==> src/rtl/uart_msg_seq.sv <==
// Message sequencer that stores MSG_NUM messages of up to MAX_LEN bytes and feeds them byte-wise to a UART TX.
// Optional macro UART_MSG_CRLF_APPEND_EN appends CR LF to every message pass.
module uart_msg_seq #(
    parameter int MSG_NUM = 4,
    parameter int MAX_LEN = 16,
    localparam int SW = $clog2(MSG_NUM),
    localparam int AW = $clog2(MAX_LEN),
    localparam int LW = $clog2(MAX_LEN + 1)
) (
    input  logic          clk,
    input  logic          rst_n,
    input  logic          wr_en,
    input  logic [SW-1:0] wr_msg,
    input  logic [AW-1:0] wr_addr,
    input  logic [7:0]    wr_data,
    input  logic          len_we,
    input  logic [LW-1:0] len_data,
    input  logic          start,
    input  logic [SW-1:0] msg_sel,
    input  logic          loop_en,
    input  logic          abort,
    input  logic          tx_done,
    output logic [7:0]    data_tx,
    output logic          send_en,
    output logic          busy,
    output logic          msg_done
);

`ifdef UART_MSG_CRLF_APPEND_EN
    typedef enum logic [2:0] {IDLE, LOAD, SEND, WAIT, CR, LF} state_t;
    typedef enum logic [1:0] {T_DATA, T_CR, T_LF} tail_t;
    tail_t tail;
`else
    typedef enum logic [1:0] {IDLE, LOAD, SEND, WAIT} state_t;
`endif

    state_t        state;
    logic [SW-1:0] sel;
    logic [AW-1:0] idx;
    logic [7:0]    mem [MSG_NUM][MAX_LEN];
    logic [LW-1:0] len_q [MSG_NUM];
    logic [LW-1:0] cur_len;
    logic [LW:0]   idx_inc;
    logic          more_bytes;

    assign cur_len    = len_q[sel];
    assign idx_inc    = (LW+1)'(idx) + (LW+1)'(1);
    assign more_bytes = idx_inc < (LW+1)'(cur_len);

    // NOTE: the byte array has no reset so it maps onto plain RAM; only the lengths are cleared.
    always_ff @(posedge clk) begin
        if (wr_en && !busy && (32'(wr_msg) < MSG_NUM) && (32'(wr_addr) < MAX_LEN))
            mem[wr_msg][wr_addr] <= wr_data;
    end

    always_ff @(posedge clk or negedge rst_n) begin
        if (!rst_n) begin
            for (int i = 0; i < MSG_NUM; i++) len_q[i] <= '0;
        end else if (len_we && !busy && (32'(wr_msg) < MSG_NUM)) begin
            len_q[wr_msg] <= (32'(len_data) > MAX_LEN) ? LW'(MAX_LEN) : len_data;
        end
    end

    // NOTE: all state here uses non-blocking assignments so every register samples pre-edge values.
    always_ff @(posedge clk or negedge rst_n) begin
        if (!rst_n) begin
            state    <= IDLE;
            sel      <= '0;
            idx      <= '0;
            data_tx  <= 8'h00;
            send_en  <= 1'b0;
            busy     <= 1'b0;
            msg_done <= 1'b0;
`ifdef UART_MSG_CRLF_APPEND_EN
            tail     <= T_DATA;
`endif
        end else begin
            send_en  <= 1'b0;
            msg_done <= 1'b0;
            if (state != IDLE && abort) begin
                state <= IDLE;
                busy  <= 1'b0;
            end else begin
                case (state)
                    IDLE: begin
                        if (start && !abort) begin
                            sel   <= msg_sel;
                            idx   <= '0;
                            busy  <= 1'b1;
                            state <= LOAD;
`ifndef UART_MSG_CRLF_APPEND_EN
                            // An empty message completes in the cycle right after acceptance.
                            if (len_q[msg_sel] == '0) msg_done <= 1'b1;
`endif
                        end
                    end
                    LOAD: begin
                        if (cur_len == '0) begin
`ifdef UART_MSG_CRLF_APPEND_EN
                            data_tx <= 8'h0D;
                            send_en <= 1'b1;
                            tail    <= T_CR;
                            state   <= SEND;
`else
                            // An empty message has nothing to repeat, so it never loops.
                            state <= IDLE;
                            busy  <= 1'b0;
`endif
                        end else begin
                            data_tx <= mem[sel][idx];
                            send_en <= 1'b1;
                            state   <= SEND;
`ifdef UART_MSG_CRLF_APPEND_EN
                            tail    <= T_DATA;
`endif
                        end
                    end
                    SEND: state <= WAIT;
                    WAIT: begin
                        if (tx_done) begin
`ifdef UART_MSG_CRLF_APPEND_EN
                            if (tail == T_LF) begin
                                msg_done <= 1'b1;
                                idx      <= '0;
                                state    <= loop_en ? LOAD : IDLE;
                                busy     <= loop_en;
                            end else if (tail == T_CR) begin
                                state <= LF;
                            end else if (more_bytes) begin
                                idx   <= idx + 1'b1;
                                state <= LOAD;
                            end else begin
                                state <= CR;
                            end
`else
                            if (more_bytes) begin
                                idx   <= idx + 1'b1;
                                state <= LOAD;
                            end else begin
                                msg_done <= 1'b1;
                                idx      <= '0;
                                state    <= loop_en ? LOAD : IDLE;
                                busy     <= loop_en;
                            end
`endif
                        end
                    end
`ifdef UART_MSG_CRLF_APPEND_EN
                    CR: begin
                        data_tx <= 8'h0D;
                        send_en <= 1'b1;
                        tail    <= T_CR;
                        state   <= SEND;
                    end
                    LF: begin
                        data_tx <= 8'h0A;
                        send_en <= 1'b1;
                        tail    <= T_LF;
                        state   <= SEND;
                    end
`endif
                    default: begin
                        state <= IDLE;
                        busy  <= 1'b0;
                    end
                endcase
            end
        end
    end

endmodule

==> config.mk <==
export PLATFORM = sky130hd
export DESIGN_NAME = uart_msg_seq
export DESIGN_NICKNAME = d
export VERILOG_FILES = /design/src/rtl/uart_msg_seq.sv
export SDC_FILE = /design/constraint.sdc
export NUM_CORES = 1
export LEC_CHECK = 0
export CAP_MARGIN = 0
export CORE_ASPECT_RATIO = 0.6
export CORE_MARGIN = 4
export CORE_UTILIZATION = 47
export DETAILED_ROUTE_END_ITERATION = 10
export REMOVE_ABC_BUFFERS = 1
export SYNTH_ARGS = -nofsm -noshare
export SYNTH_HDL_FRONTEND = slang
export SYNTH_SLANG_ARGS = --single-unit
==> constraint.sdc <==
create_clock -name clk -period 3.6 [get_ports clk]
set_input_delay 0.72 -clock clk [delete_from_list [all_inputs] [get_ports clk]]
set_output_delay 0.72 -clock clk [all_outputs]
set_load 0.03 [all_outputs]
Yosys cells after proc, flatten, opt, wreduce, memory -nomap -nowiden

Memory sizes are Yosys's and may differ from the RTL's.
Cells that the tools add are included.

Register bits: 39
Bits in latches: 0
Bits in writable memories: 512
ROM bits: 0
Bits of input ports: 29
Output and inout port bits: 11
Word-level logic and storage cells: 101
Memories kept: 1

$add $sub $neg: 2
Multipliers: 0
Div/mod/pow operators: 0
Order comparisons: 9
Eq/ne operators: 9
Shift-type cells: 0
Mux-type cells: 43
Bitwise operators: 7
Reductions and logical operators: 19

Memory list:

| memory | depth | bits a word | read ports | clocked after memory_dff | write ports | RTL line | RTL |
|---|---|---|---|---|---|---|---|
| mem    | 4     | 128         | 1          | 0                        | 1           | 40       | `logic [7:0] mem [MSG_NUM][MAX_LEN];` |

Operators with widths:

| cell                                                                          | count |
|---|---|
| 128-bit two-way mux                                                           | 1 |
| 8-bit binary-select mux with 4-bit select                                     | 1 |
| 8-bit demux with 4-bit select                                                 | 1 |
| 5-bit two-way mux                                                             | 6 |
| 8-bit two-way mux                                                             | 3 |
| 5-bit binary-select mux with 2-bit select                                     | 2 |
| 20-bit bitwise mux                                                            | 1 |
| 1-bit two-way mux                                                             | 16 |
| 4-bit two-way mux                                                             | 3 |
| 3-bit inequality test (second input constant)                                 | 4 |
| 5-bit demux with 2-bit select                                                 | 1 |
| 5-bit >= comparator (second input constant)                                   | 2 |
| 5-bit logical NOT                                                             | 2 |
| 4-bit NOT with 5-bit output                                                   | 2 |
| 3-bit >= comparator (second input constant)                                   | 3 |
| 2-bit NOT with 3-bit output                                                   | 3 |
| 2-bit two-way mux                                                             | 4 |
| 2-bit case mux with 4 select lines                                            | 1 |
| 4-bit case mux with 2 select lines                                            | 1 |
| 1-bit logical AND                                                             | 6 |
| 3-bit AND reduction                                                           | 2 |
| 4-bit by 1-bit adder with 5-bit output (second input constant)                | 1 |
| 5-bit greater-than comparator (second input constant)                         | 1 |
| 5-bit by 1-bit less-than comparator with 1-bit output (second input constant) | 1 |
| 16 further kinds                                                              | 21 |

Longest topological paths before layout

Gate-level depths: netlist of run 1.

Depth in word-level cells: 9
Gate-level depth with buffers: 11
Depth with buffers taken out: 8

Worst setup path before layout of run 1

No wires, ideal clock.

Kind: register -> register
From: register idx[1]
To: register state[0]
Setup time: 0.090 ns
Data arrival time: 3.039 ns
Required time: 3.510 ns
Slack: 0.471 ns
Cell stages (with the launch flop): 12
Buffers on the path: 3
Period minus slack after synthesis: 3.129 ns
Path through: dfrtp_1 -> clkbuf_1 -> clkbuf_1 -> clkbuf_1 -> nand3_1 -> xnor2_1 -> ha_1 -> a41oi_1 -> o21ai_0 -> nor3b_1 -> o22ai_1 -> o221ai_1

Cells in the longest elaborated chain, start to end: 6

RTL lines:

| element                                | RTL line | RTL |
|---|---|---|
| start: declaration                     | 39       | `logic [AW-1:0] idx;` |
| start signal: assignment               | 137      | `idx <= idx + 1'b1;` |
| 4-bit by 1-bit adder with 5-bit output | 47       | `assign idx_inc = (LW+1)'(idx) + (LW+1)'(1);` |
| 5-bit less-than comparator             | 48       | `assign more_bytes = idx_inc < (LW+1)'(cur_len);` |
| 1-bit two-way mux                      | 136      | `if (more_bytes) begin` |
| 2-bit two-way mux                      | 120      | `if (tx_done) begin` |
| 2-bit case mux with 4 select lines     | 84       | `case (state)` |
| 2-bit two-way mux                      | 80       | `if (state != IDLE && abort) begin` |
| end signal: assignment                 | 142      | `state <= loop_en ? LOAD : IDLE;` |
| end: declaration                       | 37       | `state_t state;` |

Every way passes these cells. The select of a mux whose other input is x is not followed.
A chain may end at the register's enable or synchronous reset.

Final worst setup path of run 1

From: register sel[0]
To: register data_tx[4]

Cells in the longest elaborated chain, start to end: 7
Elaborated cells between the ends (all ways): 11
Classes of those cells: mux: 6; bitwise: 2; reduce/logical: 2; memory: 1

RTL lines:

| element                                                                    | RTL line | RTL |
|---|---|---|
| start: declaration                                                         | 38       | `logic [SW-1:0] sel;` |
| start signal: assignment                                                   | 87       | `sel <= msg_sel;` |
| parallel branches: the longest is 7 deep, another holds memory 4 x 128 bit | --       |  |
| end signal: assignment                                                     | 110      | `data_tx <= mem[sel][idx];` |
| end: declaration                                                           | 23       | `output logic [7:0] data_tx,` |

Several ways; the timed one is not identified. The select of a mux whose other input is x is not followed.

==> impl_metrics.env, run 1 <==
export IMPL_tightest_slew_ns=0.928
export IMPL_synth_top_area_cell="edfxtp_1"
export IMPL_netlist_instances=1191
export IMPL_cp_start_kind="flop"
export IMPL_whs_ns=0.281
export IMPL_clock_latency_ns=0.58
export IMPL_synth_edf_count=512
export IMPL_cts_tree="yes"
export IMPL_clkSlewWorstSetupHoldPaths_ns=0.06
export IMPL_cts_buffers=50
export IMPL_antenna_left=0
export IMPL_antenna_found_initial=2
export IMPL_cts_root_buf="clkbuf_16"
export IMPL_required_ns=4.09
export IMPL_yosysSeqAreaShare_pct=74.5
export IMPL_yosys_warnings=0
export IMPL_post_cts_resize_count=0
export IMPL_die_y_um=175
export IMPL_leakage_nw=8.32
export IMPL_coreArea_um2=45400
export IMPL_critPathKind="flop to flop"
export IMPL_die_w_um=287
export IMPL_gp_congestion=0.856
export IMPL_nets=1369
export IMPL_startpoint="sel[0]"
export IMPL_power_density_nw_per_um2=668
export IMPL_routed_wl_um=54500
export IMPL_setup_viol=0
export IMPL_gr_total_overflow=0
export IMPL_post_cts_buffers=0
export IMPL_worstPathMaxFanout=19
export IMPL_vias_per_cell=6.00
export IMPL_status="complete, no violations"
export IMPL_critPathSlowestCell="dfrtp_4"
export IMPL_drive_gt1_share_pct=25.2
export IMPL_ys_types=53
export IMPL_start_util_pct=48.3
export IMPL_ctsHoldBuffers=0
export IMPL_max_freq_ghz=0.343
export IMPL_dr_pass1_iters=5
export IMPL_crit_chain="mux4_1, or4_4, o2111ai_2, nor4_1, nor3_1"
export IMPL_drv_cap=0
export IMPL_synth_area_leaders="edfxtp_1 (70%), mux4_2 (8.6%), dfrtp_1 (4.4%)"
export IMPL_hpwl_um=36400
export IMPL_final_max_slew_viol_count=0
export IMPL_timing_rr_start="sel[0]"
export IMPL_syn_area_um2=21900
export IMPL_htreeDepth=2
export IMPL_grt_pass1_vias=11700
export IMPL_synthArstFlopShare_pct=7.08
export IMPL_vdd_drop_max_uv=368
export IMPL_cp_end_kind="flop"
export IMPL_final_period_utilization_pct=80.9
export IMPL_setup_tns_ns=0
export IMPL_diodes=0
export IMPL_areaGrowthSynthToFinish_pct=15.0
export IMPL_syn_avg_cell_area_um2=18.4
export IMPL_grt_pass1_wl_um=80300
export IMPL_grt_use_total_pct=21.8
export IMPL_clockBufferDepth=3
export IMPL_period_minus_slack_ns=2.91
export IMPL_utilization_pct=55.5
export IMPL_ioPinCount=40
export IMPL_num_vias=12000
export IMPL_cp_num_buf_inv=0
export IMPL_drtIter0Drc=1519
export IMPL_pre_cts_ws_ns=0.618
export IMPL_placement_io_buffers=39
export IMPL_grt_max_degree=65
export IMPL_finClkSkew_ns=0.0208
export IMPL_dieArea_um2=50300
export IMPL_synth_ff_type="edfxtp_1"
export IMPL_drc=0
export IMPL_hold_viol=0
export IMPL_min_path_type="input port to async pin"
export IMPL_synth_top_area_share_pct=70.1
export IMPL_cp_data_arrival_time_ns=3.40
export IMPL_wl_per_cell_um=27.4
export IMPL_rows=60
export IMPL_slew_headroom_pct=38.2
export IMPL_max_stage_delay_ns=0.69
export IMPL_ys_ff_latch=551
export IMPL_fin_ws_ns=0.686
export IMPL_path_delay_family="simple AND/OR/NAND/NOR gates"
export IMPL_rsz0062_at_grt="false"
export IMPL_clock_sinks=551
export IMPL_fillers=3515
per-layer routing:
layer | share of wire, % | global-route usage (%) | vias up | routed length, um
met4 | 1.2 | 3.37 | 2 | 671
li1 | - | - | 5107 | -
met2 | 41 | 29.5 | 510 | 22600
met5 | 0.031 | 0 | - | 17
met3 | 8.9 | 5.01 | 59 | 4860
met1 | 48 | 36.4 | 6278 | 26300
state kept, by name, indices dropped and copies added (netlist names):
| signal | flops |
|---|---|
| mem | 512 |
| len_q | 20 |
| data_tx | 8 |
| idx | 4 |
| sel | 2 |
| state | 2 |
| busy | 1 |
| msg_done | 1 |
| send_en | 1 |
through the flow:
| stage | cell area [um^2] | cells | power, mW |
|---|---|---|---|
| finish | 25200 | 1993 | 16.8 |
| global route | 25200 | 1993 | 17.5 |
| CTS | 25200 | 1993 | 16.9 |
| detailed placement | 23700 | 1900 | 11.9 |
| global placement | 23700 | 1900 | 11.8 |
| floorplan | 21700 | 1131 | 10.6 |
cells in the mapped netlist, drive strengths merged, types with 10 or more instances:
cell type  count
edfxtp       512
mux4          85
nor2          82
mux2          62
nand2         55
mux2i         48
dfrtp         39
clkbuf        33
o21ai         29
buf           27
nand3         17
o22ai         17
a22o          16
a22oi         16
nand2b        16
a21oi         11
nor3          10
o211ai        10
worst paths after layout:
kind,end,slack [ns],depth (start not counted)
max,data_tx[4],0.69,5
min,msg_done,0.28,1
max reg2reg,data_tx[4],0.69,5
min reg2reg,len_q[0],0.52,2
max in group asynchronous,sel[0],2.64,1
min in group clk,len_q[0],0.52,2
power breakdown:
part / total, mW / internal (mW) / switching (mW)
Clock: 5.10 / 2.80 / 2.30
Combinational: 4.20 / 1.91 / 2.29
Sequential: 7.54 / 7.21 / 0.330
placed cells by master (no fill, tap or decap), types with 10 or more instances in the layout:
| master | count |
|---|---|
| edfxtp_1 | 512 |
| buf_4 | 108 |
| mux4_2 | 84 |
| nor2_1 | 82 |
| mux2_2 | 62 |
| nand2_1 | 55 |
| clkbuf_16 | 53 |
| mux2i_1 | 48 |
| dfrtp_1 | 36 |
| clkdlybuf4s50_1 | 30 |
| o21ai_0 | 29 |
| nand3_1 | 17 |
| o22ai_1 | 17 |
| nand2b_1 | 16 |
| a22o_1 | 16 |
| a22oi_1 | 16 |
| clkbuf_1 | 13 |
| clkinv_1 | 12 |
| a21oi_1 | 11 |
| o211ai_1 | 10 |
| nor3_1 | 10 |
worst reg2reg max path, stage by stage (launching register included):
cell and delay, ns:
dfrtp_4 0.69, mux4_1 0.67, or4_4 0.59, o2111ai_2 0.50, nor4_1 0.17, nor3_1 0.22
cell type report:
class / count / area [um^2] / share of cell area [%]
clock inverters: 25 / 150 / 0.595
well taps: 620 / 776 / 3.08
multi-input cells: 571 / 5300 / 21.0
clock buffers: 68 / 1400 / 5.56
repair buffers: 149 / 1200 / 4.74
flip-flops and latches: 551 / 16400 / 64.9
inverters: 9 / 33.8 / 0.134
cells by family after synthesis:
group / share of synthesized area [%]
DFF: 74.5
and+or+nand+nor: 4.64
muxes: 14.1
AOI/OAI and AO/OA: 4.86
buffers and inverters: 1.30
adders and majority gates: 0.456
xor gates and xnor gates: 0.0799
(Power assumes the default switching activity.)
==> run 2: changes to the inputs <==
PLACE_DENSITY = 0.65   (was not set)
clock period = 2.6 ns   (was 3.6 ns; I/O delays follow)
==> impl_metrics.env, run 2 (synthesized netlist as in run 1, its figures left out) <==
export IMPL_hpwl_um=35900
export IMPL_cts_root_buf="clkbuf_16"
export IMPL_final_common_cell="edfxtp_1"
export IMPL_crit_top_cell="buf_16"
export IMPL_coreArea_um2=45400
export IMPL_grt_pass1_wl_um=80500
export IMPL_gp_congestion=0.881
export IMPL_setup_viol=0
export IMPL_leakage_nw=8.77
export IMPL_gr_total_overflow=0
export IMPL_grt_use_total_pct=21.7
export IMPL_rows=60
export IMPL_wl_per_cell_um=26.4
export IMPL_largest_reg_flops=512
export IMPL_slew_headroom_pct=26.3
export IMPL_antenna_left=0
export IMPL_min_from="wr_data[5]"
export IMPL_die_y_um=175
export IMPL_vdd_drop_max_uv=645
export IMPL_cp_end_kind="flop"
export IMPL_diodes=0
export IMPL_grt_pass1_vias=12100
export IMPL_max_freq_ghz=0.394
export IMPL_critPathSlowestCell="mux4_2"
export IMPL_reg2reg_slack_ns=0.06
export IMPL_antenna_found_initial=0
export IMPL_cp_data_arrival_time_ns=2.99
export IMPL_dr_pass1_iters=5
export IMPL_die_w_um=287
export IMPL_rr_worst_depth=7
export IMPL_drive_gt1_share_pct=30.2
export IMPL_hold_end="mem[0][69]"
export IMPL_worstPathMaxFanout=38
export IMPL_path_delay_family="multiplexers"
export IMPL_clock_latency_ns=0.58
export IMPL_drc=0
export IMPL_power_density_nw_per_um2=939
export IMPL_num_vias=12200
export IMPL_vias_per_cell=5.92
export IMPL_timing_rr_start="sel[0]"
export IMPL_cts_buffers=50
export IMPL_nets=1435
export IMPL_placed_cell_area_um2=24300
export IMPL_clkSlewWorstSetupHoldPaths_ns=0.07
export IMPL_drv_cap=0
export IMPL_htreeDepth=2
export IMPL_tightest_slew_ns=1.10
export IMPL_grt_max_degree=65
export IMPL_start_util_pct=48.3
export IMPL_cp_num_buf_inv=2
export IMPL_largestRegisters="mem: 512 flops, len_q: 20 flops, data_tx: 8 flops"
export IMPL_r2r_end="data_tx[1]"
export IMPL_crit_chain="buf_16, buf_16, mux4_2, a22oi_1, nand3_1, a21oi_2, nor3_1"
export IMPL_clockBufferDepth=3
export IMPL_final_period_utilization_pct=97.5
export IMPL_hold_viol=0
export IMPL_routed_wl_um=54200
export IMPL_cts_tree="yes"
export IMPL_period_minus_slack_ns=2.54
export IMPL_min_delay_path_depth=1
export IMPL_final_cell_mix="edfxtp_1 (512), buf_4 (161), mux4_2 (85)"
export IMPL_utilization_pct=57.4
export IMPL_areaGrowthSynthToFinish_pct=18.8
export IMPL_critPathKind="flop to flop"
export IMPL_placement_io_buffers=39
export IMPL_max_stage_delay_ns=0.61
export IMPL_finClkSkew_ns=0.0130
export IMPL_clock_sinks=551
export IMPL_final_max_slew_viol_count=0
export IMPL_cp_start_kind="flop"
export IMPL_ioPinCount=40
export IMPL_fillers=3395
export IMPL_top_register="mem"
export IMPL_post_route_cell_area_um2=26100
export IMPL_required_ns=3.05
export IMPL_drtIter0Drc=1508
export IMPL_status="complete, no violations"
export IMPL_dieArea_um2=50300
export IMPL_min_path_type="input port to flop"
export IMPL_rsz0062_at_grt="true"
==> run 2: changes by cell type in the layout (fill, tap and decap cells not counted), sizes merged <==
cell	before	now
buf	119	183
clkbuf	68	59
bufinv	1	7
clkinvlp	3	6
clkinv	20	18
bufbuf	0	1
dlygate4sd3	0	1
inv	10	9
==> run 2: worst register-to-register path, stage by stage (launching register included) <==
cell and delay, ns:
dfrtp_4 0.47, buf_16 0.26, buf_16 0.26, mux4_2 0.65, a22oi_1 0.31, nand3_1 0.15, a21oi_2 0.25, nor3_1 0.07
==> run 2: metal layers <==
layer	global-route usage [%]	wire length (um)	vias up
met5	0	0	-
met4	4.92	1120	0
met3	6.32	5950	77
met2	28.6	21700	572
met1	35.2	25400	6277
li1	-	-	5246
==> run 2: how the worst max path moves through the flow <==
stage	slack [ns]	to	cells after the start	startpoint
2_1_floorplan	-3.47	state[0]	8	sel[1]
3_3_place_gp	-0.16	data_tx[2]	7	sel[0]
3_5_place_dp	-0.18	data_tx[4]	7	sel[0]
4_1_cts	0.006	data_tx[1]	7	sel[0]
5_1_grt	-0.03	data_tx[0]	6	sel[0]
6_report	0.06	data_tx[1]	7	sel[0]
==> run 2: stage by stage <==
step / power (mW) / setup WS, ns / hold WS, ns / instances / TNS [ns]
after global placement: 16.7 / -0.163 / 0.495 / 1960 / -0.737
after global routing: 25.4 / -0.0291 / 0.394 / 2056 / -0.0388
final: 24.5 / 0.0638 / 0.396 / 2056 / 0
after CTS: 24.4 / 0.00590 / 0.381 / 2052 / 0
after detailed placement: 16.8 / -0.182 / 0.494 / 1960 / -0.983
after floorplan: 14.0 / -3.47 / 0.224 / 1131 / -55.80
==> run 2: where the power goes <==
part           internal [mW]  switching, mW
clock network           4.29           3.23
registers               9.98          0.253
logic                   3.15           3.56
==> run 2: area by class of cell <==
cell class | instances | area (um^2) | share of cell area [%]
tap | 620 | 776 | 2.98
inverter | 9 | 33.8 | 0.130
sequential | 551 | 16400 | 62.8
clock buffer | 59 | 1310 | 5.01
clock inverter | 31 | 349 | 1.34
timing repair buffer | 215 | 1870 | 7.18
multi-input combinational | 571 | 5370 | 20.6
==> run 2: repair_timing <==
action | 4_1_cts | 5_1_grt
endpoints found under the setup margin | 10 | 15
gates cloned | 1 | 0
setup buffers | 0 | 4
gates resized for setup | 6 | 13
hold buffers | 1 | 0
hold endpoints to repair | 24 | 0
pin swaps | 0 | 4
==> run 3: changes to the inputs <==
PLACE_DENSITY = not set   (was 0.65)
clock period = 2.5 ns   (was 2.6 ns; I/O delays follow)
==> impl_metrics.env, run 3 (synthesized netlist as in run 1, its figures left out) <==
export IMPL_cts_root_buf="clkbuf_16"
export IMPL_power_density_nw_per_um2=977
export IMPL_max_freq_ghz=0.405
export IMPL_hpwl_um=35500
export IMPL_largest_reg_flops=512
export IMPL_grt_pass1_vias=11800
export IMPL_cts_tree="yes"
export IMPL_areaGrowthSynthToFinish_pct=20.2
export IMPL_htreeDepth=2
export IMPL_largestRegisters="mem: 512 flops, len_q: 20 flops, data_tx: 8 flops"
export IMPL_critPathSlowestCell="or4_4"
export IMPL_period_minus_slack_ns=2.47
export IMPL_reg2reg_slack_ns=0.03
export IMPL_clock_sinks=551
export IMPL_top_register="mem"
export IMPL_fin_ws_ns=0.0299
export IMPL_drive_gt1_share_pct=31.9
export IMPL_slew_headroom_pct=43.2
export IMPL_num_vias=12300
export IMPL_rows=60
export IMPL_rr_worst_depth=7
export IMPL_clkSlewWorstSetupHoldPaths_ns=0.07
export IMPL_vdd_drop_max_uv=598
export IMPL_final_period_utilization_pct=98.8
export IMPL_cp_end_kind="flop"
export IMPL_min_path_type="input port to async pin"
export IMPL_grt_pass1_wl_um=81900
export IMPL_rsz0062_at_grt="true"
export IMPL_global_route_usage_met2_pct=29.6
export IMPL_die_w_um=287
export IMPL_worstPathMaxFanout=8
export IMPL_cp_data_arrival_time_ns=2.96
export IMPL_clock_latency_ns=0.58
export IMPL_timing_rr_start="sel[0]"
export IMPL_status="complete, no violations"
export IMPL_diodes=0
export IMPL_grt_max_degree=65
export IMPL_required_ns=2.99
export IMPL_final_cell_mix="edfxtp_1 (512), buf_4 (165), mux4_2 (85)"
export IMPL_gp_congestion=0.859
export IMPL_finClkSkew_ns=0.0158
export IMPL_r2r_end="data_tx[3]"
export IMPL_placed_cell_area_um2=24500
export IMPL_pre_cts_ws_ns=-0.293
export IMPL_wl_per_cell_um=27.1
export IMPL_antenna_found_initial=0
export IMPL_grt_use_total_pct=22.1
export IMPL_cts_buffers=50
export IMPL_dr_pass1_iters=7
export IMPL_cp_num_buf_inv=2
export IMPL_gr_total_overflow=0
export IMPL_fillers=3412
export IMPL_start_util_pct=48.3
export IMPL_dieArea_um2=50300
export IMPL_path_delay_family="simple AND/OR/NAND/NOR gates"
export IMPL_hold_viol=0
export IMPL_crit_top_cell="buf_6"
export IMPL_final_max_slew_viol_count=0
export IMPL_ioPinCount=40
export IMPL_vias_per_cell=5.92
export IMPL_cp_start_kind="flop"
export IMPL_final_common_cell="edfxtp_1"
export IMPL_ctsHoldBuffers=0
export IMPL_grt_busiest_layer="met1"
export IMPL_met1_usage_pct=37.6
export IMPL_antenna_left=0
export IMPL_clockBufferDepth=3
export IMPL_drv_cap=0
export IMPL_drc=0
export IMPL_crit_chain="buf_6, mux4_2, or4_4, o2111ai_2, buf_6, a21oi_1, nor3_2"
export IMPL_setup_viol=0
export IMPL_use_met3_pct=4.14
export IMPL_drtIter0Drc=1571
export IMPL_tightest_slew_ns=0.853
export IMPL_die_y_um=175
export IMPL_placement_io_buffers=39
export IMPL_post_route_cell_area_um2=26400
export IMPL_critPathKind="flop to flop"
export IMPL_coreArea_um2=45400
export IMPL_max_stage_delay_ns=0.54
export IMPL_leakage_nw=8.91
export IMPL_routed_wl_um=56100
export IMPL_nets=1450
## run 3: worst max-delay path by stage
stage / from / endpoint / slack (ns) / cells past startpoint
5_1_grt: sel[0] / idx[2] / -0.04 / 10
6_report: sel[0] / data_tx[3] / 0.03 / 7
2_1_floorplan: sel[1] / state[0] / -3.57 / 8
3_5_place_dp: sel[0] / data_tx[3] / -0.29 / 7
4_1_cts: sel[0] / data_tx[3] / -0.04 / 9
3_3_place_gp: sel[0] / data_tx[3] / -0.23 / 7
## run 3: final cells by class
class	count	area (um^2)	share of cell area [%]
timing repair buffer	230	2100	7.96
sequential	551	16400	62.1
tap	620	776	2.94
clock buffer	62	1340	5.07
inverter	9	33.8	0.128
multi-input combinational	571	5440	20.6
clock inverter	30	317	1.20
## run 3: layer usage
metal / vias up / share of wire (%)
li1: 5266 / -
met1: 6386 / 47
met2: 544 / 41
met3: 72 / 9.6
met4: 0 / 1.6
met5: - / 0
## run 3: stage by stage
stage / instances / hold WS [ns] / power [mW] / utilization, % / setup TNS (ns)
after floorplan: 1131 / 0.204 / 14.5 / - / -57.70
after global placement: 1979 / 0.488 / 17.6 / 53.8 / -0.461
after detailed placement: 1979 / 0.497 / 17.6 / 53.8 / -1.06
after CTS: 2071 / 0.0239 / 25.5 / 57.6 / -0.0702
after global routing: 2073 / 0.0604 / 26.8 / 58.0 / -0.123
final: 2073 / 0.0143 / 25.7 / 58.0 / 0
## run 3: worst register-to-register path, stage by stage, from the launching register on
cell	delay, ns
dfrtp_4	0.48
buf_6	0.13
mux4_2	0.51
or4_4	0.54
o2111ai_2	0.24
buf_6	0.18
a21oi_1	0.06
nor3_2	0.24
## run 3: report_power, final
part,internal [mW],leakage (nW),total [mW],switching [mW]
registers,10.4,5.09,10.7,0.281
clock network,4.43,0.814,7.84,3.40
logic,3.47,3.01,7.25,3.78
## run 3: timing repair
action	in CTS	in global routing
buffers inserted	0	2
pin swaps	1	14
resized for setup	9	28
gates cloned	0	3
setup endpoints to repair	10	13
==> RTL edit 1 (flow settings as in run 2) <==
Encoding of `state_t`: now one-hot (4 bits for 4 states).
--- a/src/rtl/uart_msg_seq.sv
+++ b/src/rtl/uart_msg_seq.sv
@@ -31,7 +31,7 @@
     typedef enum logic [1:0] {T_DATA, T_CR, T_LF} tail_t;
     tail_t tail;
 `else
-    typedef enum logic [1:0] {IDLE, LOAD, SEND, WAIT} state_t;
+    typedef enum logic [3:0] {IDLE = 4'b0001, LOAD = 4'b0010, SEND = 4'b0100, WAIT = 4'b1000} state_t;
 `endif
 
     state_t        state;
Function: no difference found for any inputs over 4 cycles, from zero or initial values and one cycle with rst_n low; so few cycles prove little.
==> RTL edit 1 against run 2 <==
  * Non-clock buffer count shrank 46
  * Design area shrank 1.3%
  * Sequential cell count grew 2
  * Routed wire length shrank 1.1%
  * Power shrank 4.4%
  * Combinational power shrank 17%
  * Worst setup slack gained 0.041 ns
  * Synthesized area grew 0.77%
  * Critical path type unchanged
  * Critical endpoint is now data_tx[0]$_DFFE_PN0N_
  * Largest power group unchanged
  * Highest routed layer unchanged
==> RTL edit 1: results (changes against run 2) <==
status: "finished, final reports clean"  # unchanged
ys_seq_area_frac: 0.742  # was 0.745
critical_path.slowest_cell: "mux4_2"  # unchanged
nFillCells: 3592  # was 3395
synth_fa_ha_area_frac: 0.00283  # was 0.00456
place_area_mm2: 0.0240  # was 0.0243 mm²
r2r_cells: 7  # unchanged
leakagePower_nw: 8.56  # was 8.77 nW
hp-class: "input pin to register"  # unchanged
ys_async_sr_fraction: 0.0741  # was 0.0708
gp_congestion: 0.920  # was 0.881
clk_latency_ns: 0.57
firstDrtPassIters: 5  # unchanged
synth_xor_area_frac: 0.000793  # was 0.000799
synth_area_leaders: "edfxtp_1, mux4_2, dfrtp_1"  # unchanged
grtUsageTotal: 0.213  # was 0.217
wl_met3_mm: 5.82  # was 5.95 mm
cts.clk_slew.worst_paths_ns: 0.07  # about the same
wl_per_cell_um: 26.5  # was 26.4 µm
synth_compound_area_frac: 0.0481  # was 0.0486
r2r_start: "sel[0]$_DFFE_PN0P_"  # unchanged
antenna_cells: 0  # unchanged
synth_cell_type_count: 60  # was 53
dp.final_hpwl_mm: 35.3  # was 35.9 mm
wl_mm: 53.6  # was 54.2 mm
tightestPinTransition_ns: 0.924  # was 1.10 ns
postSynthAreaPerCell_um2: 18.3  # was 18.4 µm²
synthTopCellsByCount: "edfxtp_1, mux4_2, nor2_1, mux2_2, nand2_1"  # unchanged
place_ws_ns: -0.275  # was -0.182 ns
finalNetCount: 1390  # was 1435
cts_buffers: 48  # was 50
hold_path_depth: 1  # unchanged
dr_wl_met2_mm: 21.9  # was 21.7 mm
antenna_found_initial: 0  # unchanged
grt_pass1_wl_mm: 79.5  # was 80.5 mm
hold_slack_ns: 0.470  # was 0.396 ns
setup_slack_ns: 0.104  # was 0.0638 ns
place_inst: 1934  # was 1960
vdd_drop_max_mv: 0.569  # was 0.645 mV
finalClockSkew_ns: 0.00954  # was 0.0130 ns
drive_gt1_frac: 0.276  # was 0.302
crit_path_max_fanout: 24  # was 38
root_buffer: "clkbuf_16"  # unchanged
drt-initial-drc-count: 1405  # was 1508
grt_pass1_vias: 11852  # was 12.1k
min_from: "wr_data[4]"  # was wr_data[5]
grt-ovfl-total: 0  # unchanged
muxShareOfSynthArea: 0.135  # was 0.141
via_per_inst: 5.93  # was 5.92
wl_met1_mm: 25.0  # was 25.4 mm
reg2reg_to: "data_tx[0]$_DFFE_PN0N_"  # was data_tx[1]$_DFFE_PN0N_
whs_endpoint: "mem[1][92]$_DFFE_PP_"  # was mem[0][69]$_DFFE_PP_
worstPathArrival_ns: 2.93  # was 2.99 ns
io_buffer_count: 39  # unchanged
slowest_delay_ns: 0.54  # was 0.61 ns
-- RTL edit 1: changes by cell type after synthesis, moves of 9 or more --
cell | before | now
a2111oi_0 | 0 | 9
clkbuf_1 | 33 | 23
mux2_2 | 62 | 71
mux2i_1 | 48 | 29
nand3_1 | 17 | 38
o211ai_1 | 10 | 0
o21ai_0 | 29 | 17
-- RTL edit 1: cells by family (layout without fill, tap and decap cells) --
group	after synthesis	in the layout
compound gates	136	136
mux	184	184
buf+inv	78	268
simple gates	247	247
fa+ha+maj	5	5
xor+xnor	2	2
flops	553	553
-- RTL edit 1: metrics by stage --
| step | TNS [ns] | power, W |
|---|---|---|
| 5_1_grt | 0 | 0.0243 |
| 3_5_place_dp | -22.76 | 0.0160 |
| 3_3_place_gp | -19.67 | 0.0160 |
| 2_1_floorplan | -65.23 | 0.0137 |
| 6_report | 0 | 0.0234 |
| 4_1_cts | 0 | 0.0234 |
-- RTL edit 1: worst max-delay path: cells and delay by family (launching register included) --
kind,cells,cell delay [ns]
muxes,1,0.54
DFF,1,0.51
and+or+nand+nor,3,0.51
buffers and inverters,2,0.48
AOI/OAI and AO/OA,1,0.29
-- RTL edit 1: metal layers --
layer,vias to the layer above,GRT usage
li1,5165,-
met1,6233,0.342
met2,553,0.288
met3,64,0.0667
met4,0,0.0409
met5,-,0
-- RTL edit 1: area by class of cell --
cell class	count	area, µm²	area share
Timing Repair Buffer	169	1500	0.0582
Tap cell	630	788	0.0306
Multi-Input combinational cell	574	5360	0.208
Clock inverter	22	274	0.0106
Inverter	10	37.5	0.00146
Clock buffer	67	1370	0.0530
Sequential cell	553	16400	0.638
-- RTL edit 1: power by group --
part | internal (W) | total, W | switching [W]
clock | 0.00427 | 0.00743 | 0.00316
combinational | 0.00268 | 0.00560 | 0.00292
sequential | 0.0100 | 0.0104 | 0.000355
-- RTL edit 1: worst max-delay path by stage --
stage / start / to / cells past startpoint
after floorplan: sel[0]$_DFFE_PN0P_ / data_tx[6]$_DFFE_PN0N_ / 5
after global placement: wr_en / mem[0][16]$_DFFE_PP_ / 7
after detailed placement: wr_en / mem[2][17]$_DFFE_PP_ / 7
after CTS: sel[0]$_DFFE_PN0P_ / data_tx[3]$_DFFE_PN0N_ / 5
after global routing: sel[0]$_DFFE_PN0P_ / data_tx[1]$_DFFE_PN0N_ / 8
final: sel[0]$_DFFE_PN0P_ / data_tx[0]$_DFFE_PN0N_ / 7
-- RTL edit 1: what timing repair did --
| action | CTS | global route |
|---|---|---|
| endpoints found under the setup margin | 1 | 10 |
| hold endpoints to repair | 22 | 0 |
| pin swaps | 0 | 0 |
| resized for setup | 1 | 7 |
| hold buffers | 1 | 0 |
| setup buffers | 0 | 1 |
==> RTL edit 2 (settings of run 2) <==
Without the edit above. Set the parameter `MAX_LEN` to 32 (it was 16).
--- a/src/rtl/uart_msg_seq.sv
+++ b/src/rtl/uart_msg_seq.sv
@@ -2,7 +2,7 @@
 // Optional macro UART_MSG_CRLF_APPEND_EN appends CR LF to every message pass.
 module uart_msg_seq #(
     parameter int MSG_NUM = 4,
-    parameter int MAX_LEN = 16,
+    parameter int MAX_LEN = 32,
     localparam int SW = $clog2(MSG_NUM),
     localparam int AW = $clog2(MAX_LEN),
     localparam int LW = $clog2(MAX_LEN + 1)
Ports: changed (resized len_data and wr_addr); port bits go from 40 to 42. No check against the original RTL was run, so the function may have changed too.
==> RTL edit 2 against run 2 <==
  * The run now ends with setup timing left
  * Sequential cell count grew 517
  * Critical path type unchanged
  * Die area grew 90%
  * Design area grew 94%
  * Power grew 92%
  * Worst setup slack lost 0.23 ns
  * Synthesized area grew 94%
  * Routed wire length grew 96%
  * Clock skew grew 0.022 ns
==> RTL edit 2: results (changes against run 2) <==
status: "finished, violations left"  # was finished, final reports clean
failed_checks: "setup timing"
totalNegativeSetupSlack_ns: -1.11  # was 0 ns
register_area_mm2: 0.0319  # was 0.0164 mm²
synth_cell_type_count: 63  # was 53
synth_compound_area_frac: 0.0419  # was 0.0486
grt_max_degree: 129  # was 65
synth_fa_ha_area_frac: 0.00265  # was 0.00456
drt-initial-drc-count: 2545  # was 1508
nMultiInputCombCells: 969  # was 571
clkbuf_count: 116  # was 59
synth_xor_area_frac: 0.000206  # was 0.000799
p_int_w: 0.0336  # was 0.0174 W
whs_endpoint: "mem[3][53]$_DFFE_PP_"  # was mem[0][69]$_DFFE_PP_
antenna_found_initial: 1  # was 0
muxShareOfSynthArea: 0.147  # was 0.141
ys_async_sr_fraction: 0.0412  # was 0.0708
nFillCells: 6651  # was 3395
dr_wl_met2_mm: 44.8  # was 21.7 mm
clk_latency_ns: 0.68  # was 0.58 ns
crit_path_max_fanout: 7  # was 38
synth_edf_count: 1024  # was 512
critical_path.slowest_cell: "dfrtp_4"  # was mux4_2
grt_util_met2: 0.312  # was 0.286
leakagePower_nw: 16.9  # was 8.77 nW
r2r_cells: 12  # was 7
reg2reg_to: "data_tx[4]$_DFFE_PN0N_"  # was data_tx[1]$_DFFE_PN0N_
firstDrtPassIters: 7  # was 5
maxSlewHeadroom: 0.449  # was 0.263
area_share_nonclk_buffers: 0.0777  # was 0.0718
synth_area_leaders: "edfxtp_1, mux4_2, mux2i_1"  # was edfxtp_1, mux4_2, dfrtp_1
numClockSinks: 1068  # was 551
pwr-share-clk: 0.291  # was 0.307
finalSetupViolCount: 12  # was 0
cts_buffers: 95  # was 50
setup_slack_ns: -0.162  # was 0.0638 ns
hold_slack_ns: 0.194  # was 0.396 ns
worstPathArrival_ns: 3.35  # was 2.99 ns
wl_met3_mm: 11.4  # was 5.95 mm
grtUsageTotal: 0.225  # was 0.217
finalNetCount: 2594  # was 1435
clock_area_frac: 0.0589  # was 0.0635
finalClockSkew_ns: 0.0346  # was 0.0130 ns
n_all_inverters: 15  # was 9
vdd_drop_max_mv: 0.777  # was 0.645 mV
dp.final_hpwl_mm: 67.9  # was 35.9 mm
synthTopCellsByCount: "edfxtp_1, mux4_2, nor2_1, mux2i_1, nand2_1"  # was edfxtp_1, mux4_2, nor2_1, mux2_2, nand2_1
via_per_inst: 6.00  # was 5.92
multi_input_area_share: 0.202  # was 0.206
io_buffer_count: 41  # was 39
use_met1: 0.356  # was 0.352
drive_gt1_frac: 0.314  # was 0.302
slowest_delay_ns: 0.49  # was 0.61 ns
crit_end: "data_tx[4]$_DFFE_PN0N_"  # was data_tx[1]$_DFFE_PN0N_
gp_congestion: 0.888  # was 0.881
[RTL edit 2: worst register-to-register path: cells and delay by family (launching register included)]
family	cells	cell delay (ns)
AO/OA/AOI/OAI	1	0.18
flip-flops	1	0.49
AND/OR/NAND/NOR	3	0.61
multiplexers	1	0.44
buffers and inverters	7	0.96
[RTL edit 2: through the flow]
step / area, µm² / instances / total power [W] / setup WS (ns)
after floorplan: 41600 / 2052 / 0.0248 / -10.32
after global placement: 46800 / 3658 / 0.0321 / -0.770
after detailed placement: 46800 / 3658 / 0.0322 / -0.762
after CTS: 50400 / 3843 / 0.0470 / -0.103
after global routing: 50500 / 3843 / 0.0489 / -0.260
final: 50500 / 3843 / 0.0471 / -0.162
[RTL edit 2: repair_timing]
item	in CTS	in global routing
hold buffers	1	0
setup buffers	17	0
cloned	3	0
pin swaps	19	13
endpoints found under the setup margin	17	17
resized for setup	73	32
hold endpoints to repair	24	0
